===== src/rtl/lcd_timing_pkg.sv =====
// Shared timing presets, polarity constants and helpers for the LCD raster
// timing generator.
package lcd_timing_pkg;

  localparam bit POL_LOW  = 1'b0;
  localparam bit POL_HIGH = 1'b1;

  // 480x272 panel
  localparam int unsigned LCD480_H_ACTIVE = 480;
  localparam int unsigned LCD480_H_FP     = 2;
  localparam int unsigned LCD480_H_SYNC   = 41;
  localparam int unsigned LCD480_H_BP     = 2;
  localparam int unsigned LCD480_V_ACTIVE = 272;
  localparam int unsigned LCD480_V_FP     = 2;
  localparam int unsigned LCD480_V_SYNC   = 10;
  localparam int unsigned LCD480_V_BP     = 2;

  // 800x480 panel
  localparam int unsigned LCD800_H_ACTIVE = 800;
  localparam int unsigned LCD800_H_FP     = 210;
  localparam int unsigned LCD800_H_SYNC   = 20;
  localparam int unsigned LCD800_H_BP     = 46;
  localparam int unsigned LCD800_V_ACTIVE = 480;
  localparam int unsigned LCD800_V_FP     = 22;
  localparam int unsigned LCD800_V_SYNC   = 10;
  localparam int unsigned LCD800_V_BP     = 23;

  typedef struct packed {
    logic hsync;
    logic vsync;
    logic de;
    logic sof;
  } sync_t;

  function automatic int unsigned clog2(input int unsigned value);
    int unsigned result;
    int unsigned span;
    result = 0;
    span   = 1;
    while (span < value) begin
      span   = span << 1;
      result = result + 1;
    end
    return result;
  endfunction

endpackage


===== src/rtl/lcd_timing_gen_sync_delay.sv =====
// Fixed-depth shift register for the 4-bit sync bundle; clock-enabled,
// async reset to a configurable idle vector, wire when DEPTH is 0.
module sync_delay
  import lcd_timing_pkg::*;
#(
  parameter int unsigned DEPTH   = 0,
  parameter sync_t       RST_VAL = '0
) (
  input  logic  clk_i,
  input  logic  rst_i,
  input  logic  en_i,
  input  sync_t din_i,
  output sync_t dout_o
);

  if (DEPTH == 0) begin : g_bypass
    logic unused_bypass;
    assign unused_bypass = ^{clk_i, rst_i, en_i};
    assign dout_o        = din_i;
  end else begin : g_pipe
    sync_t stage_q [DEPTH];
    sync_t stage_d [DEPTH];

    always_comb begin
      for (int unsigned i = 0; i < DEPTH; i++) begin
        stage_d[i] = stage_q[i];
      end
      if (en_i) begin
        stage_d[0] = din_i;
        for (int unsigned i = 1; i < DEPTH; i++) begin
          stage_d[i] = stage_q[i-1];
        end
      end
    end

    always_ff @(posedge clk_i or posedge rst_i) begin
      if (rst_i) begin
        for (int unsigned i = 0; i < DEPTH; i++) begin
          stage_q[i] <= RST_VAL;
        end
      end else begin
        stage_q <= stage_d;
      end
    end

    assign dout_o = stage_q[DEPTH-1];
  end

endmodule


===== src/rtl/lcd_timing_gen.sv =====
// Raster timing generator for parallel RGB LCD panels: pixel-clock counters,
// region decode, registered outputs and optional sync/DE re-alignment delay.
module lcd_timing_gen
  import lcd_timing_pkg::*;
#(
  parameter int unsigned H_ACTIVE = LCD480_H_ACTIVE,
  parameter int unsigned H_FP     = LCD480_H_FP,
  parameter int unsigned H_SYNC   = LCD480_H_SYNC,
  parameter int unsigned H_BP     = LCD480_H_BP,
  parameter int unsigned V_ACTIVE = LCD480_V_ACTIVE,
  parameter int unsigned V_FP     = LCD480_V_FP,
  parameter int unsigned V_SYNC   = LCD480_V_SYNC,
  parameter int unsigned V_BP     = LCD480_V_BP,
  parameter bit          HS_POL   = POL_LOW,
  parameter bit          VS_POL   = POL_LOW,
  parameter int unsigned PIPE_DLY = 0,
  parameter int unsigned COL_W    = 9,
  parameter int unsigned LIN_W    = 9
) (
  input  logic             pxclk_i,
  input  logic             rst_i,
  input  logic             en_i,
  output logic             hsync_o,
  output logic             vsync_o,
  output logic             de_o,
  output logic [COL_W-1:0] col_o,
  output logic [LIN_W-1:0] lin_o,
  output logic             sof_o
);

  localparam int unsigned H_TOTAL = H_ACTIVE + H_FP + H_SYNC + H_BP;
  localparam int unsigned V_TOTAL = V_ACTIVE + V_FP + V_SYNC + V_BP;
  localparam int unsigned HC_W    = clog2(H_TOTAL);
  localparam int unsigned VC_W    = clog2(V_TOTAL);

  localparam logic [HC_W-1:0] H_LAST     = HC_W'(H_TOTAL - 1);
  localparam logic [HC_W-1:0] H_ACT_END  = HC_W'(H_ACTIVE);
  localparam logic [HC_W-1:0] H_SYNC_BEG = HC_W'(H_ACTIVE + H_FP);
  localparam logic [HC_W-1:0] H_SYNC_END = HC_W'(H_ACTIVE + H_FP + H_SYNC);
  localparam logic [VC_W-1:0] V_LAST     = VC_W'(V_TOTAL - 1);
  localparam logic [VC_W-1:0] V_ACT_END  = VC_W'(V_ACTIVE);
  localparam logic [VC_W-1:0] V_SYNC_BEG = VC_W'(V_ACTIVE + V_FP);
  localparam logic [VC_W-1:0] V_SYNC_END = VC_W'(V_ACTIVE + V_FP + V_SYNC);

  localparam sync_t SYNC_IDLE = '{hsync: ~HS_POL, vsync: ~VS_POL, de: 1'b0, sof: 1'b0};

  if (H_ACTIVE < 1 || V_ACTIVE < 1) begin : g_chk_active
    $error("lcd_timing_gen: H_ACTIVE and V_ACTIVE must be >= 1");
  end
  if (H_FP < 1 || H_SYNC < 1 || H_BP < 1) begin : g_chk_hporch
    $error("lcd_timing_gen: H_FP, H_SYNC and H_BP must be >= 1");
  end
  if (V_FP < 1 || V_SYNC < 1 || V_BP < 1) begin : g_chk_vporch
    $error("lcd_timing_gen: V_FP, V_SYNC and V_BP must be >= 1");
  end
  if (PIPE_DLY > 15) begin : g_chk_dly
    $error("lcd_timing_gen: PIPE_DLY must be <= 15");
  end
  if ((64'd1 << COL_W) < 64'(H_ACTIVE) || (64'd1 << LIN_W) < 64'(V_ACTIVE)) begin : g_chk_coord
    $error("lcd_timing_gen: COL_W/LIN_W too narrow for the active area");
  end

  logic [HC_W-1:0]  hcnt_q, hcnt_d;
  logic [VC_W-1:0]  vcnt_q, vcnt_d;
  sync_t            sync_q, sync_d;
  logic [COL_W-1:0] col_q, col_d;
  logic [LIN_W-1:0] lin_q, lin_d;
  sync_t            sync_dly;

  logic hactive, vactive, hsync_act, vsync_act;

  always_comb begin
    hcnt_d = hcnt_q;
    vcnt_d = vcnt_q;
    if (en_i) begin
      if (hcnt_q == H_LAST) begin
        hcnt_d = '0;
        vcnt_d = (vcnt_q == V_LAST) ? '0 : vcnt_q + 1'b1;
      end else begin
        hcnt_d = hcnt_q + 1'b1;
      end
    end
  end

  // Vertical regions change only on the line wrap, so vsync edges land on hcnt=0.
  always_comb begin
    hactive   = hcnt_q < H_ACT_END;
    vactive   = vcnt_q < V_ACT_END;
    hsync_act = (hcnt_q >= H_SYNC_BEG) && (hcnt_q < H_SYNC_END);
    vsync_act = (vcnt_q >= V_SYNC_BEG) && (vcnt_q < V_SYNC_END);
  end

  always_comb begin
    sync_d = sync_q;
    col_d  = col_q;
    lin_d  = lin_q;
    if (en_i) begin
      sync_d.hsync = hsync_act ? HS_POL : ~HS_POL;
      sync_d.vsync = vsync_act ? VS_POL : ~VS_POL;
      sync_d.de    = hactive & vactive;
      sync_d.sof   = (hcnt_q == '0) && (vcnt_q == '0);
      col_d        = (hactive & vactive) ? COL_W'(hcnt_q) : '0;
      lin_d        = (hactive & vactive) ? LIN_W'(vcnt_q) : '0;
    end
  end

  always_ff @(posedge pxclk_i or posedge rst_i) begin
    if (rst_i) begin
      hcnt_q <= '0;
      vcnt_q <= '0;
      sync_q <= SYNC_IDLE;
      col_q  <= '0;
      lin_q  <= '0;
    end else begin
      hcnt_q <= hcnt_d;
      vcnt_q <= vcnt_d;
      sync_q <= sync_d;
      col_q  <= col_d;
      lin_q  <= lin_d;
    end
  end

  sync_delay #(
    .DEPTH   (PIPE_DLY),
    .RST_VAL (SYNC_IDLE)
  ) u_sync_delay (
    .clk_i  (pxclk_i),
    .rst_i  (rst_i),
    .en_i   (en_i),
    .din_i  (sync_q),
    .dout_o (sync_dly)
  );

  assign hsync_o = sync_dly.hsync;
  assign vsync_o = sync_dly.vsync;
  assign de_o    = sync_dly.de;
  assign sof_o   = sync_dly.sof;
  assign col_o   = col_q;
  assign lin_o   = lin_q;

endmodule


===== config.mk =====
export PLATFORM = sky130hd
export DESIGN_NAME = lcd_timing_gen
export DESIGN_NICKNAME = d
export VERILOG_FILES = /design/src/rtl/lcd_timing_pkg.sv /design/src/rtl/lcd_timing_gen_sync_delay.sv /design/src/rtl/lcd_timing_gen.sv
export SDC_FILE = /design/constraint.sdc
export NUM_CORES = 1
export LEC_CHECK = 0
export CORE_ASPECT_RATIO = 0.6
export CORE_MARGIN = 8
export CORE_UTILIZATION = 56
export CTS_BUF_LIST = sky130_fd_sc_hd__clkbuf_4
export CTS_CLUSTER_SIZE = 25
export DETAILED_ROUTE_END_ITERATION = 16
export PLACE_DENSITY = 0.81
export SYNTH_ARGS = -nofsm -noshare
export SYNTH_HDL_FRONTEND = slang
export SYNTH_HIERARCHICAL = 1
export SYNTH_SLANG_ARGS = --single-unit

===== constraint.sdc =====
create_clock -name pxclk_i -period 2.3 [get_ports pxclk_i]
set_input_delay 0.46 -clock pxclk_i [delete_from_list [all_inputs] [get_ports pxclk_i]]
set_output_delay 0.46 -clock pxclk_i [all_outputs]
set_load 0.01 [all_outputs]

Yosys cells after proc, flatten, opt, wreduce, memory -nomap -nowiden
Cells that the tools add are included.
{"block": "word_totals", "out_inout_bits": 22, "register_bits": 41}
{"block": "op_classes", "n_reduce_logical": 6, "bitwise": 1, "n_eq_ne": 2, "mux": 6, "addsub": 2, "magnitude_cmp": 6}
{"cell": "9-bit 2-to-1 mux", "n": 3}
{"cell": "9-bit less-than comparator (second input constant)", "n": 2}
{"cell": "10-bit by 1-bit adder with 10-bit output (second input constant)", "n": 1}
{"cell": "10-bit == test (second input constant)", "n": 1}
{"cell": "10-bit by 9-bit >= comparator with 1-bit output (second input constant)", "n": 1}
{"cell": "10-bit zero test", "n": 1}
{"cell": "10-bit less-than comparator (second input constant)", "n": 1}
{"cell": "10-bit by 9-bit less-than comparator with 1-bit output (second input constant)", "n": 1}
{"cell": "10-bit 2-to-1 mux", "n": 1}
{"cell": "9-bit by 1-bit adder with 9-bit output (second input constant)", "n": 1}
{"cell": "9-bit == test (second input constant)", "n": 1}
{"cell": "9-bit >= comparator (second input constant)", "n": 1}
{"cell": "9-bit zero test", "n": 1}
{"cell": "1-bit logical AND", "n": 3}
{"cell": "1-bit 2-to-1 mux", "n": 2}
{"cell": "2-bit AND reduction", "n": 1}
{"cell": "1-bit AND", "n": 1}

Logic depth before layout (Yosys ltp)
{"block": "logic_depth", "word_depth": 3, "ltp_mapped": 7, "depth_no_buf": 6}

Cells and area by module
The synthesis kept the hierarchy.
{"mod": "lcd_timing_gen", "seq_area_each_um2": 1028.5, "n_inst": 1, "area_per_inst_um2": 1871.8, "cells_each": 161}
{"mod": "sync_delay", "seq_area_each_um2": 0.0, "n_inst": 1, "area_per_inst_um2": 30.0, "cells_each": 4}

Least setup slack after synthesis
No wires, ideal clock.
{"block": "synth_timing", "kind": "input -> register", "start": "in en_i", "end": "reg vcnt_q[5]", "path_buffers": 2, "stages": 6, "required_ns": 2.234, "setup_slack_ns": 0.545, "arrival_ns": 1.689, "cell_sequence": "buf_2 and3_1 buf_2 nand4_2 or4_1 nand2_1"}
{"block": "synth_via", "elab_chain_len": 1}
{"element": "start, declared", "line": "lcd_timing_gen.sv:22", "source": "input logic en_i,"}
{"element": "2-bit AND reduction (no line)"}
{"element": "end signal, assigned", "line": "lcd_timing_gen.sv:116", "source": "vcnt_q <= vcnt_d;"}
{"element": "end, declared", "line": "lcd_timing_gen.sv:64", "source": "logic [VC_W-1:0] vcnt_q, vcnt_d;"}
Every way passes these cells.
A chain may end at the register's enable or synchronous reset.

Final worst setup path
{"block": "layout_timing", "start": "reg hcnt_q[5]", "end": "reg vcnt_q[5]"}
{"block": "layout_via", "elab_chain_len": 2}
{"element": "start, declared", "line": "lcd_timing_gen.sv:63", "source": "logic [HC_W-1:0] hcnt_q, hcnt_d;"}
{"element": "start signal, assigned", "line": "lcd_timing_gen.sv:115", "source": "hcnt_q <= hcnt_d;"}
{"element": "10-bit == test", "line": "lcd_timing_gen.sv:76", "source": "if (hcnt_q == H_LAST) begin"}
{"element": "2-bit AND reduction (no line)"}
Every way passes these cells.

==> impl_metrics.py <==
metrics = {
    "drt": {
        "routed_wl_mm": 4.10,
        "drt-wirelength-per-cell_um": 17.3,
        "ant_nets": 0,
        "drtIter0Drc": 115,
        "drc": 0,
        "drt_pass1_iterations": 4,
        "vias": 1442,
        "via_per_inst": 6.08,
    },
    "synth": {
        "synth_top_area_share": 0.513,
        "syn-num-nets": 173,
        "synth_area_mm2": 0.00190,
        "yosysUniqueCellTypes": 42,
        "synth_commonest_cells": "dfrtp_1 (39), a22o_1 (19), nand2_1 (8), o21ai_0 (8)",
        "async_flop_share": 1.00,
        "synth_compound_area_frac": 0.160,
        "synth.mux.area_fraction": 0,
        "synth_fa_ha_area_frac": 0.0329,
        "synthXorXnorAreaFrac": 0.0461,
        "ys_warn_count": 6,
        "synth_simple_gate_area_frac": 0.171,
        "synth_edf_count": 0,
        "ys_ff_latch": 41,
        "yosys-top-cells-area": "dfrtp_1 (51%), a22o_1 (8.8%), ha_1 (3.3%)",
        "ys.flop_type": "dfrtp_1",
        "yosysMostFrequentCell": "dfrtp_1",
        "yosysTopAreaCell": "dfrtp_1",
        "synth_top_family_by_area": "simple AND/OR/NAND/NOR gates",
        "netlist_instances": 165,
        "syn_area_per_cell_um2": 11.5,
        "seq_area_frac_synth": 0.541,
    },
    "floorplanning": {
        "core_mm2": 0.00324,
        "fp.dieH_um": 61.1,
        "fp.dieW_um": 91.2,
        "start_util": 0.586,
        "die-area_mm2": 0.00558,
        "rows": 16,
        "pin_count": 25,
    },
    "critical_path": {
        "worstPathRequired_ns": 2.59,
        "critical_path_class": "flip-flop to flip-flop",
        "startpoint_type": "flip-flop",
        "path_max_fanout": 8,
        "endpoint_kind": "flip-flop",
        "worstPathArrival_ns": 2.26,
    },
    "timing": {
        "maxSlewViolCount": 0,
        "worst_pin_slew_ns": 0.659,
        "tns_ns": 0,
        "hold_violations": 0,
        "fin_crit_ns": 1.96,
        "finClkSkew_ns": 0.0138,
        "whs_ns": 0.509,
        "fmax_mhz": 510,
        "timing.final.crit_share": 0.853,
        "max_slew_margin": 0.560,
        "grt_setup_unrepaired": "false",
        "setup_viol": 0,
    },
    "power_and_ir_drop": {
        "totalPowerFinal_uw": 1720,
        "power_leakage_uw": 0.00104,
        "peakVddDrop_mv": 0.820,
        "p_per_area_mw_per_mm2": 770,
    },
    "clock_network": {
        "ctsResizeCount": 0,
        "cts_setup_buffers": 0,
        "clock_sinks": 41,
        "h-tree-depth": 2,
        "clock_latency_ns": 0.36,
        "cts_made_buffers": 5,
        "clk_path_buf_depth": 2,
        "hold_buffers": 0,
        "cts_tree": "done",
        "clkSlewWorstSetupHoldPaths_ns": 0.13,
        "root_buffer": "clkbuf_4",
    },
    "finish": {
        "antenna_cells": 0,
        "drive_above_1_share": 0.120,
        "regArea_mm2": 0.00103,
        "nNetsFinal": 199,
        "fill_cells": 240,
        "multi_input_area_um2": 779,
        "final_util": 0.689,
        "area.growth.synth_to_final_pct": 17.5,
    },
    "global_routing": {
        "grt_pass1_wl_mm": 6.88,
        "grt_usage": 0.159,
        "grt_max_degree": 42,
        "antenna_found_initial": 0,
        "grt_pass1_vias": 1350,
        "gr-total-overflow": 0,
    },
    "placement": {
        "portBuffers": 24,
        "gp_congestion": 0.913,
        "dp_hpwl_mm": 2.96,
    },
    "worst_hold_path": {
        "hp-class": "input port to asynchronous set/reset pin",
    },
    "run": {
        "maxCapViolations": 0,
    },
    "outcome": {
        "status": "complete, no violations",
    },
}
-- worst paths after layout --
check / from / to / slack, ns / cells after the start
hold reg to reg: sync_q[1] / sync_q[1] / 0.51 / 1
setup reg to reg: hcnt_q[5] / vcnt_q[5] / 0.34 / 4
hold / removal: rst_i / col_o[7] / 0.51 / 3
max in group asynchronous: rst_i / sync_q[2] / 1.40 / 3
min in group pxclk_i: sync_q[1] / sync_q[1] / 0.51 / 1
setup / recovery: hcnt_q[5] / vcnt_q[5] / 0.34 / 4
-- cell usage in the layout (no fill, tap or decap), types with 3 or more instances in the layout --
master / instances
and4_1: 3
nand4_1: 7
o21ai_0: 8
nor2_1: 7
a22o_1: 19
buf_4: 7
dfrtp_1: 39
clkdlybuf4s50_1: 24
inv_1: 6
nor3_1: 3
ha_1: 5
nand3_1: 5
nand3b_1: 3
and3_1: 4
xnor2_1: 6
xor2_1: 4
nand2_1: 8
clkbuf_4: 5
-- where the power goes --
group | total, µW | switching [µW] | internal [µW] | leakage (µW)
clock network | 354 | 238 | 116 | 0.0000326
registers | 961 | 136 | 824 | 0.000527
logic | 406 | 195 | 211 | 0.000476
total | 1720 | 569 | 1150 | 0.00104
-- cell type report --
cell class	count	area share
well taps	45	0.0252
multi-input cells	106	0.349
clock buffers	5	0.0168
flip-flops and latches	41	0.460
inverters	6	0.0101
clock inverters	3	0.00784
repair buffers	31	0.131
-- registers in the layout, summed over array words and instances, names as in the netlist --
register	cells
col_o	9
hcnt_q	10
lin_o	9
sync_q	4
vcnt_q	9
-- cells by family after synthesis --
logic type	after synthesis
compound gates	38
xor+xnor	10
fa+ha+maj	5
buf+inv	18
flops	41
simple gates	53
-- critical path: stages (launching register included) --
cell and delay (ns):
dfrtp_1 0.48, nor4_2 0.51, nand4_2 0.30, or4_1 0.55
nand2_1 0.07
-- per-stage QoR --
stage / setup WS, ns / cell area, µm² / std cells
after floorplan: 0.545 / 1900 / 165
after global placement: 0.276 / 2180 / 229
after detailed placement: 0.246 / 2180 / 229
after CTS: 0.327 / 2230 / 237
after global routing: 0.159 / 2230 / 237
final: 0.337 / 2230 / 237
-- per-layer routing --
metal | global-route usage | up-vias | part of all wire | wire (µm)
li1 | - | 659 | - | -
met1 | 0.212 | 725 | 0.49 | 2020
met2 | 0.225 | 51 | 0.40 | 1650
met3 | 0.0511 | 7 | 0.087 | 357
met4 | 0.0924 | 0 | 0.019 | 76
met5 | 0 | - | 0 | 0
No activity file was read; power rests on OpenSTA's default activity.
